===== config.mk =====
export PLATFORM = sky130hd
export DESIGN_NAME = rll_key_sequencer_flat
export DESIGN_NICKNAME = d
export VERILOG_FILES = /design/src/rtl/rll_key_sequencer_pkg.sv /design/src/rtl/rll_key_sequencer_if.sv /design/src/rtl/rll_pipe_stage.sv /design/src/rtl/rll_key_sequencer.sv /design/src/flat_wrapper.sv
export SDC_FILE = /design/constraint.sdc
export NUM_CORES = 1
export LEC_CHECK = 0
export BUFFER_PORTS_ARGS = -buffer_cell sky130_fd_sc_hd__buf_4
export CAP_MARGIN = 20
export CORE_ASPECT_RATIO = 0.5
export CORE_MARGIN = 3
export CORE_UTILIZATION = 45
export CTS_BUF_LIST = sky130_fd_sc_hd__clkbuf_16
export CTS_CLUSTER_DIAMETER = 50
export DETAILED_ROUTE_END_ITERATION = 12
export PLACE_DENSITY = 0.82
export SETUP_SLACK_MARGIN = 0.2
export SLEW_MARGIN = 0
export SYNTH_ARGS = -nofsm -noshare
export SYNTH_HDL_FRONTEND = slang
export SYNTH_SLANG_ARGS = --single-unit

===== constraint.sdc =====
create_clock -name clk -period 5.3 [get_ports clk]
set_input_delay 1.325 -clock clk [delete_from_list [all_inputs] [get_ports clk]]
set_output_delay 1.325 -clock clk [all_outputs]
set_load 0.005 [all_outputs]

===== src/rtl/rll_key_sequencer_pkg.sv =====
// Shared definitions for the RLL key sequencer: sequencer state encoding,
// default widths and the chunk-count helper used to size the load counter.
package rll_seq_pkg;

   typedef enum logic [1:0] {
      IDLE   = 2'd0,
      LOAD   = 2'd1,
      ACTIVE = 2'd2,
      DRAIN  = 2'd3
   } seq_state_t;

   localparam int KEY_W_DEF   = 16;
   localparam int CHUNK_W_DEF = 4;
   localparam int DATA_W_DEF  = 32;

   // Number of chunk transfers needed to fill the key shadow.
   function automatic int chunk_count(input int key_w, input int chunk_w);
      return key_w / chunk_w;
   endfunction

endpackage


===== src/rtl/rll_key_sequencer_if.sv =====
// Harness-side channels of the RLL key sequencer: load control, key chunk
// channel, test-vector channel and result channel.
//   master : test harness / key source
//   slave  : rll_key_sequencer
interface rll_key_sequencer_if #(
   parameter int CHUNK_W = 4,
   parameter int DATA_W  = 32
);
   logic               load_start;
   logic               key_valid;
   logic               key_ready;
   logic [CHUNK_W-1:0] key_chunk;
   logic               key_loaded;
   logic               vec_valid;
   logic               vec_ready;
   logic [DATA_W-1:0]  vec_data;
   logic               res_valid;
   logic               res_ready;
   logic [DATA_W-1:0]  res_data;

   modport master (
      output load_start, key_valid, key_chunk, vec_valid, vec_data, res_ready,
      input  key_ready, key_loaded, vec_ready, res_valid, res_data
   );

   modport slave (
      input  load_start, key_valid, key_chunk, vec_valid, vec_data, res_ready,
      output key_ready, key_loaded, vec_ready, res_valid, res_data
   );
endinterface


===== src/rtl/rll_pipe_stage.sv =====
// Single valid/ready register slice. Accepts a new word whenever it is empty
// or its current word leaves in the same cycle, so a chain of these runs at
// one word per cycle. Data holds its last value when the slice is empty.
// Ports:
//   clk, rst            clock, synchronous active-high reset
//   in_valid/in_ready   upstream handshake, in_data upstream word
//   out_valid/out_ready downstream handshake, out_data registered word
module rll_pipe_stage #(
   parameter int W = 32
) (
   input  logic         clk,
   input  logic         rst,
   input  logic         in_valid,
   output logic         in_ready,
   input  logic [W-1:0] in_data,
   output logic         out_valid,
   input  logic         out_ready,
   output logic [W-1:0] out_data
);
   logic         v_q;
   logic [W-1:0] data_q;

   assign in_ready  = !v_q || out_ready;
   assign out_valid = v_q;
   assign out_data  = data_q;

   always_ff @(posedge clk) begin
      if (rst) begin
         v_q    <= 1'b0;
         data_q <= '0;
      end else if (in_valid && in_ready) begin
         v_q    <= 1'b1;
         data_q <= in_data;
      end else if (out_ready) begin
         v_q    <= 1'b0;
      end
   end
endmodule


===== src/rtl/rll_key_sequencer.sv =====
// Sequential wrapper around an RLL-locked combinational core. Loads the key
// in CHUNK_W-bit pieces into a shadow register, drives it to the core only
// once complete, then streams vectors through a two-stage pipeline
// (S1 = core_in register, S2 = result register).
// Ports:
//   clk, rst   clock, synchronous active-high reset
//   bus        harness channels (load/key/vector/result), slave side
//   core_key   key to the core keyIn ports, zero unless a full key is loaded
//   core_in    registered primary inputs to the core
//   core_out   primary outputs from the core
//
// state  | meaning
// IDLE   | no key; channels closed
// LOAD   | accepting key chunks into the shadow
// ACTIVE | key driven to core; vectors accepted
// DRAIN  | new load requested; flushing in-flight vectors with the old key
module rll_key_sequencer
   import rll_seq_pkg::*;
#(
   parameter int KEY_W   = KEY_W_DEF,
   parameter int CHUNK_W = CHUNK_W_DEF,
   parameter int DATA_W  = DATA_W_DEF
) (
   input  logic              clk,
   input  logic              rst,
   rll_key_sequencer_if.slave bus,
   output logic [KEY_W-1:0]  core_key,
   output logic [DATA_W-1:0] core_in,
   input  logic [DATA_W-1:0] core_out
);
   localparam int N_CHUNK = chunk_count(KEY_W, CHUNK_W);
   localparam int CNT_W   = (N_CHUNK > 1) ? $clog2(N_CHUNK) : 1;

   seq_state_t       state_q, state_d;
   logic [CNT_W-1:0] cnt_q;
   logic [KEY_W-1:0] shadow_q;
   logic             key_clr, key_wr, key_ready, key_loaded, vec_en;
   logic             last_chunk;
   logic             s1_v, s2_v, s1_in_ready, s2_in_ready;

   assign last_chunk = (cnt_q == CNT_W'(N_CHUNK - 1));

   always_ff @(posedge clk) begin
      if (rst) state_q <= IDLE;
      else     state_q <= state_d;
   end

   always_comb begin
      state_d    = state_q;
      key_clr    = 1'b0;
      key_wr     = 1'b0;
      key_ready  = 1'b0;
      key_loaded = 1'b0;
      vec_en     = 1'b0;
      case (state_q)
         IDLE: begin
            if (bus.load_start) begin
               key_clr = 1'b1;
               state_d = LOAD;
            end
         end
         LOAD: begin
            key_ready = 1'b1;
            // A restart wins over a chunk presented in the same cycle.
            if (bus.load_start) begin
               key_clr = 1'b1;
            end else if (bus.key_valid) begin
               key_wr = 1'b1;
               if (last_chunk) state_d = ACTIVE;
            end
         end
         ACTIVE: begin
            key_loaded = 1'b1;
            vec_en     = 1'b1;
            if (bus.load_start) state_d = DRAIN;
         end
         DRAIN: begin
            key_loaded = 1'b1;
            if (!s1_v && !s2_v) begin
               key_clr = 1'b1;
               state_d = LOAD;
            end
         end
         default: state_d = IDLE;
      endcase
   end

   always_ff @(posedge clk) begin
      if (rst) begin
         cnt_q    <= '0;
         shadow_q <= '0;
      end else if (key_clr) begin
         cnt_q    <= '0;
         shadow_q <= '0;
      end else if (key_wr) begin
         cnt_q <= cnt_q + CNT_W'(1);
         for (int i = 0; i < N_CHUNK; i++) begin
            if (cnt_q == CNT_W'(i)) shadow_q[i*CHUNK_W +: CHUNK_W] <= bus.key_chunk;
         end
      end
   end

   assign core_key       = key_loaded ? shadow_q : '0;
   assign bus.key_ready  = key_ready;
   assign bus.key_loaded = key_loaded;
   assign bus.vec_ready  = vec_en && s1_in_ready;
   assign bus.res_valid  = s2_v;

   rll_pipe_stage #(.W(DATA_W)) u_s1 (
      .clk       (clk),
      .rst       (rst),
      .in_valid  (bus.vec_valid && vec_en),
      .in_ready  (s1_in_ready),
      .in_data   (bus.vec_data),
      .out_valid (s1_v),
      .out_ready (s2_in_ready),
      .out_data  (core_in)
   );

   rll_pipe_stage #(.W(DATA_W)) u_s2 (
      .clk       (clk),
      .rst       (rst),
      .in_valid  (s1_v),
      .in_ready  (s2_in_ready),
      .in_data   (core_out),
      .out_valid (s2_v),
      .out_ready (bus.res_ready),
      .out_data  (bus.res_data)
   );
endmodule


===== src/flat_wrapper.sv =====
// flat-port wrapper written by rule: the top's interface ports become plain ports
module rll_key_sequencer_flat import rll_seq_pkg::*;
#(
   parameter int KEY_W   = KEY_W_DEF,
   parameter int CHUNK_W = CHUNK_W_DEF,
   parameter int DATA_W  = DATA_W_DEF
)
  (clk, rst, core_key, core_in, core_out, bus_load_start, bus_key_valid, bus_key_chunk, bus_vec_valid, bus_vec_data, bus_res_ready, bus_key_ready, bus_key_loaded, bus_vec_ready, bus_res_valid, bus_res_data);
  rll_key_sequencer_if #(.CHUNK_W(CHUNK_W), .DATA_W(DATA_W)) bus_i ();
  input  logic clk;
  input  logic rst;
  output logic [KEY_W-1:0] core_key;
  output logic [DATA_W-1:0] core_in;
  input  logic [DATA_W-1:0] core_out;
  input wire logic [$bits(bus_i.load_start)-1:0] bus_load_start;
  input wire logic [$bits(bus_i.key_valid)-1:0] bus_key_valid;
  input wire logic [$bits(bus_i.key_chunk)-1:0] bus_key_chunk;
  input wire logic [$bits(bus_i.vec_valid)-1:0] bus_vec_valid;
  input wire logic [$bits(bus_i.vec_data)-1:0] bus_vec_data;
  input wire logic [$bits(bus_i.res_ready)-1:0] bus_res_ready;
  output wire logic [$bits(bus_i.key_ready)-1:0] bus_key_ready;
  output wire logic [$bits(bus_i.key_loaded)-1:0] bus_key_loaded;
  output wire logic [$bits(bus_i.vec_ready)-1:0] bus_vec_ready;
  output wire logic [$bits(bus_i.res_valid)-1:0] bus_res_valid;
  output wire logic [$bits(bus_i.res_data)-1:0] bus_res_data;
  assign bus_i.load_start = bus_load_start;
  assign bus_i.key_valid = bus_key_valid;
  assign bus_i.key_chunk = bus_key_chunk;
  assign bus_i.vec_valid = bus_vec_valid;
  assign bus_i.vec_data = bus_vec_data;
  assign bus_i.res_ready = bus_res_ready;
  assign bus_key_ready = bus_i.key_ready;
  assign bus_key_loaded = bus_i.key_loaded;
  assign bus_vec_ready = bus_i.vec_ready;
  assign bus_res_valid = bus_i.res_valid;
  assign bus_res_data = bus_i.res_data;
  rll_key_sequencer #(.KEY_W(KEY_W), .CHUNK_W(CHUNK_W), .DATA_W(DATA_W)) u_core (.clk(clk), .rst(rst), .bus(bus_i), .core_key(core_key), .core_in(core_in), .core_out(core_out));
endmodule

==> flow_summary.json <==
{
  "path_clk_slew_ns": 0.06,
  "ys_ff_latch": 86,
  "fin_cells": 654,
  "rsz0062_at_grt": "no",
  "antenna_found_initial": 0,
  "final_nets": 623,
  "maxCapViolCount": 0,
  "wl_met1_mm": 3.869,
  "synth_area_leaders": "dfxtp_1 (45%), mux2i_1 (13%), nand2b_1 (11%)",
  "cp.arrival_ns": 2.12,
  "crit_path_end_kind": "output pin",
  "grt_pass1_wl_mm": 14.70,
  "finalPower_uw": 1749,
  "worst_pin_slew_ns": 0.9569,
  "hold_slack_ns": 0.4732,
  "start_util_pct": 48.95,
  "die_w_microns": 135.7,
  "yosysTopAreaCellShare_pct": 45.47,
  "hold-path-cell-count": 2,
  "rrSetupSlack_ns": 3.29,
  "setup_tns_ns": 0,
  "insertedDiodeCount": 0,
  "drtPass1Iterations": 4,
  "clock.fmax_mhz": 290.4,
  "cts-buffers-inserted": 9,
  "placed_cells": 637,
  "worstReg2RegStart": "u_core.state_q[0]",
  "p_per_area_mw_per_mm2": 327.6,
  "boundaryPins": 158,
  "post_cts_buffers": 0,
  "rr_worst_depth": 4,
  "num_vias": 3250,
  "vdd_drop_max_mv": 0.1934,
  "regToRegEndpoint": "u_core.u_s1.out_data[27]",
  "synth_cells": 405,
  "postCtsHoldBufs": 0,
  "p_leak_uw": 0.002293,
  "yosys.area.top_type": "dfxtp_1",
  "clock_path_buffers": 2,
  "top_layer_used": "met4",
  "cts_root_buf": "clkbuf_16",
  "die_height_microns": 70.86,
  "synth-main-ff-cell": "dfxtp_1",
  "die-area_sq_mm": 0.009617,
  "core_area_sq_mm": 0.007735,
  "route.met2.wl_mm": 4.562,
  "worst_ep_required_time_ns": 3.97,
  "routabilityCongestion": 0.7753,
  "hold_viol_final": 0,
  "skew_ns": 0.005927,
  "grt.overflow.total": 0,
  "slew_headroom_pct": 36.21,
  "start_kind": "flop",
  "dr_wl_met3_microns": 699,
  "yosysSeqAreaShare_pct": 45.47,
  "yosys-top-cells-count": "dfxtp_1 (86), nand2b_1 (67), mux2i_1 (50)",
  "h-tree-depth": 3,
  "totalWireLength_mm": 9.219,
  "drt-wirelength-per-cell_microns": 14.10,
  "hold_class": "flop to flop",
  "yosysMostFrequentCell": "dfxtp_1",
  "synthDistinctLibCells": 27,
  "grt_usage_pct": 18.77,
  "finalMaxSlewViolations": 0,
  "yosys_warnings": 0,
  "rows": 22,
  "criticalPathCategory": "flop to output pin",
  "min_to": "u_core.u_s1.out_data[22]",
  "vias_per_cell": 4.969,
  "synth.avg_cell_area_sq_um": 9.348,
  "ant_nets": 0,
  "hp-start": "u_core.u_s1.out_data[22]",
  "status": "complete, no violations",
  "min_period_over_period_pct": 64.98,
  "first_global_vias": 3068,
  "ys_async_sr_fraction_pct": 0,
  "clk_latency_ns": 0.33,
  "cts_sinks": 86,
  "syn2layout_area_growth_pct": 41.01,
  "port_buffers": 157,
  "drive_gt1_share_pct": 32.78,
  "path_max_fanout": 17,
  "syn_area_sq_mm": 0.003786,
  "synth.net_count": 487,
  "drt-initial-drc-count": 207,
  "cts_resized": 0,
  "grt_max_degree": 121,
  "drc": 0,
  "cts_tree": "done",
  "fin_crit_ns": 3.444,
  "setup_violations": 0,
  "synth_edf_count": 0,
  "place_hpwl_mm": 6.287
}
through the flow:
stage	utilization (%)	instance area [sq um]	setup WS, ns
global placement	63.91	4943	1.988
CTS	68.67	5311	1.795
detailed placement	64.27	4971	1.988
floorplan	-	3786	2.298
finish	69.02	5339	1.856
global route	69.02	5339	1.595
layout make-up:
type / count / area, sq um
Fill cell: 595 / 2396
Multi-Input combinational cell: 278 / 1878
Sequential cell: 86 / 1722
Timing Repair Buffer: 160 / 1241
Clock buffer: 9 / 225.2
Tap cell: 108 / 135.1
Clock inverter: 7 / 115.1
Inverter: 6 / 22.52
layout by cell type (no fill, tap or decap), types with 2 or more instances in the layout:
cell type  count
o21ai_0       33
nand3_1       33
nor3_1        18
bufinv_16      3
inv_1          8
buf_16         2
buf_4        158
dfxtp_1       86
ha_1           8
nand4b_1       4
mux2i_1       50
nand2b_1      67
a21oi_1       34
nand3b_1       3
nor2b_1       17
clkbuf_16      9
clkinv_4       2
worst max-delay path, stage by stage (launching register included):
cell and delay, ns:
dfxtp_1 0.36, inv_1 0.09, ha_1 0.30, nor2_1 0.75
nor2b_1 0.12, buf_4 0.18
power breakdown:
part	switching [uW]	total (uW)	internal (uW)
Clock	248	707	459
Sequential	25.2	713	688
Combinational	165	330	165
how the worst max path moves through the flow:
| stage | startpoint | cells past startpoint | end |
|---|---|---|---|
| floorplan | bus_res_ready | 2 | bus_vec_ready |
| global placement | bus_res_ready | 4 | bus_vec_ready |
| detailed placement | bus_res_ready | 4 | bus_vec_ready |
| CTS | u_core.state_q[0] | 5 | core_key[10] |
| global route | u_core.state_q[0] | 5 | core_key[12] |
| finish | u_core.state_q[0] | 5 | core_key[8] |
layer usage:
metal / vias up / global-route usage (%)
met3: 10 / 5.895
met2: 92 / 31.44
li1: 1652 / -
met5: - / 0
met4: 0 / 5.698
met1: 1496 / 23.40
cell families (layout without fill, tap and decap cells):
group	count (synthesis)	in the layout	synth area share [%]
DFF	86	86	45.47
and+or+nand+nor	147	147	23.03
adders and majority gates	8	8	2.644
buffers and inverters	41	182	4.957
muxes	50	50	13.22
xor gates and xnor gates	1	1	0.2314
AOI/OAI and AO/OA	72	72	10.44
sequential cells by signal, indices dropped and copies added, names as in the netlist:
register               cells
u_core.state_q             2
u_core.u_s2.out_data      32
u_core.u_s2.out_valid      1
u_core.cnt_q               2
u_core.u_s1.out_valid      1
u_core.shadow_q           16
u_core.u_s1.out_data      32
Note: power is estimated with default switching activity, not from simulation.
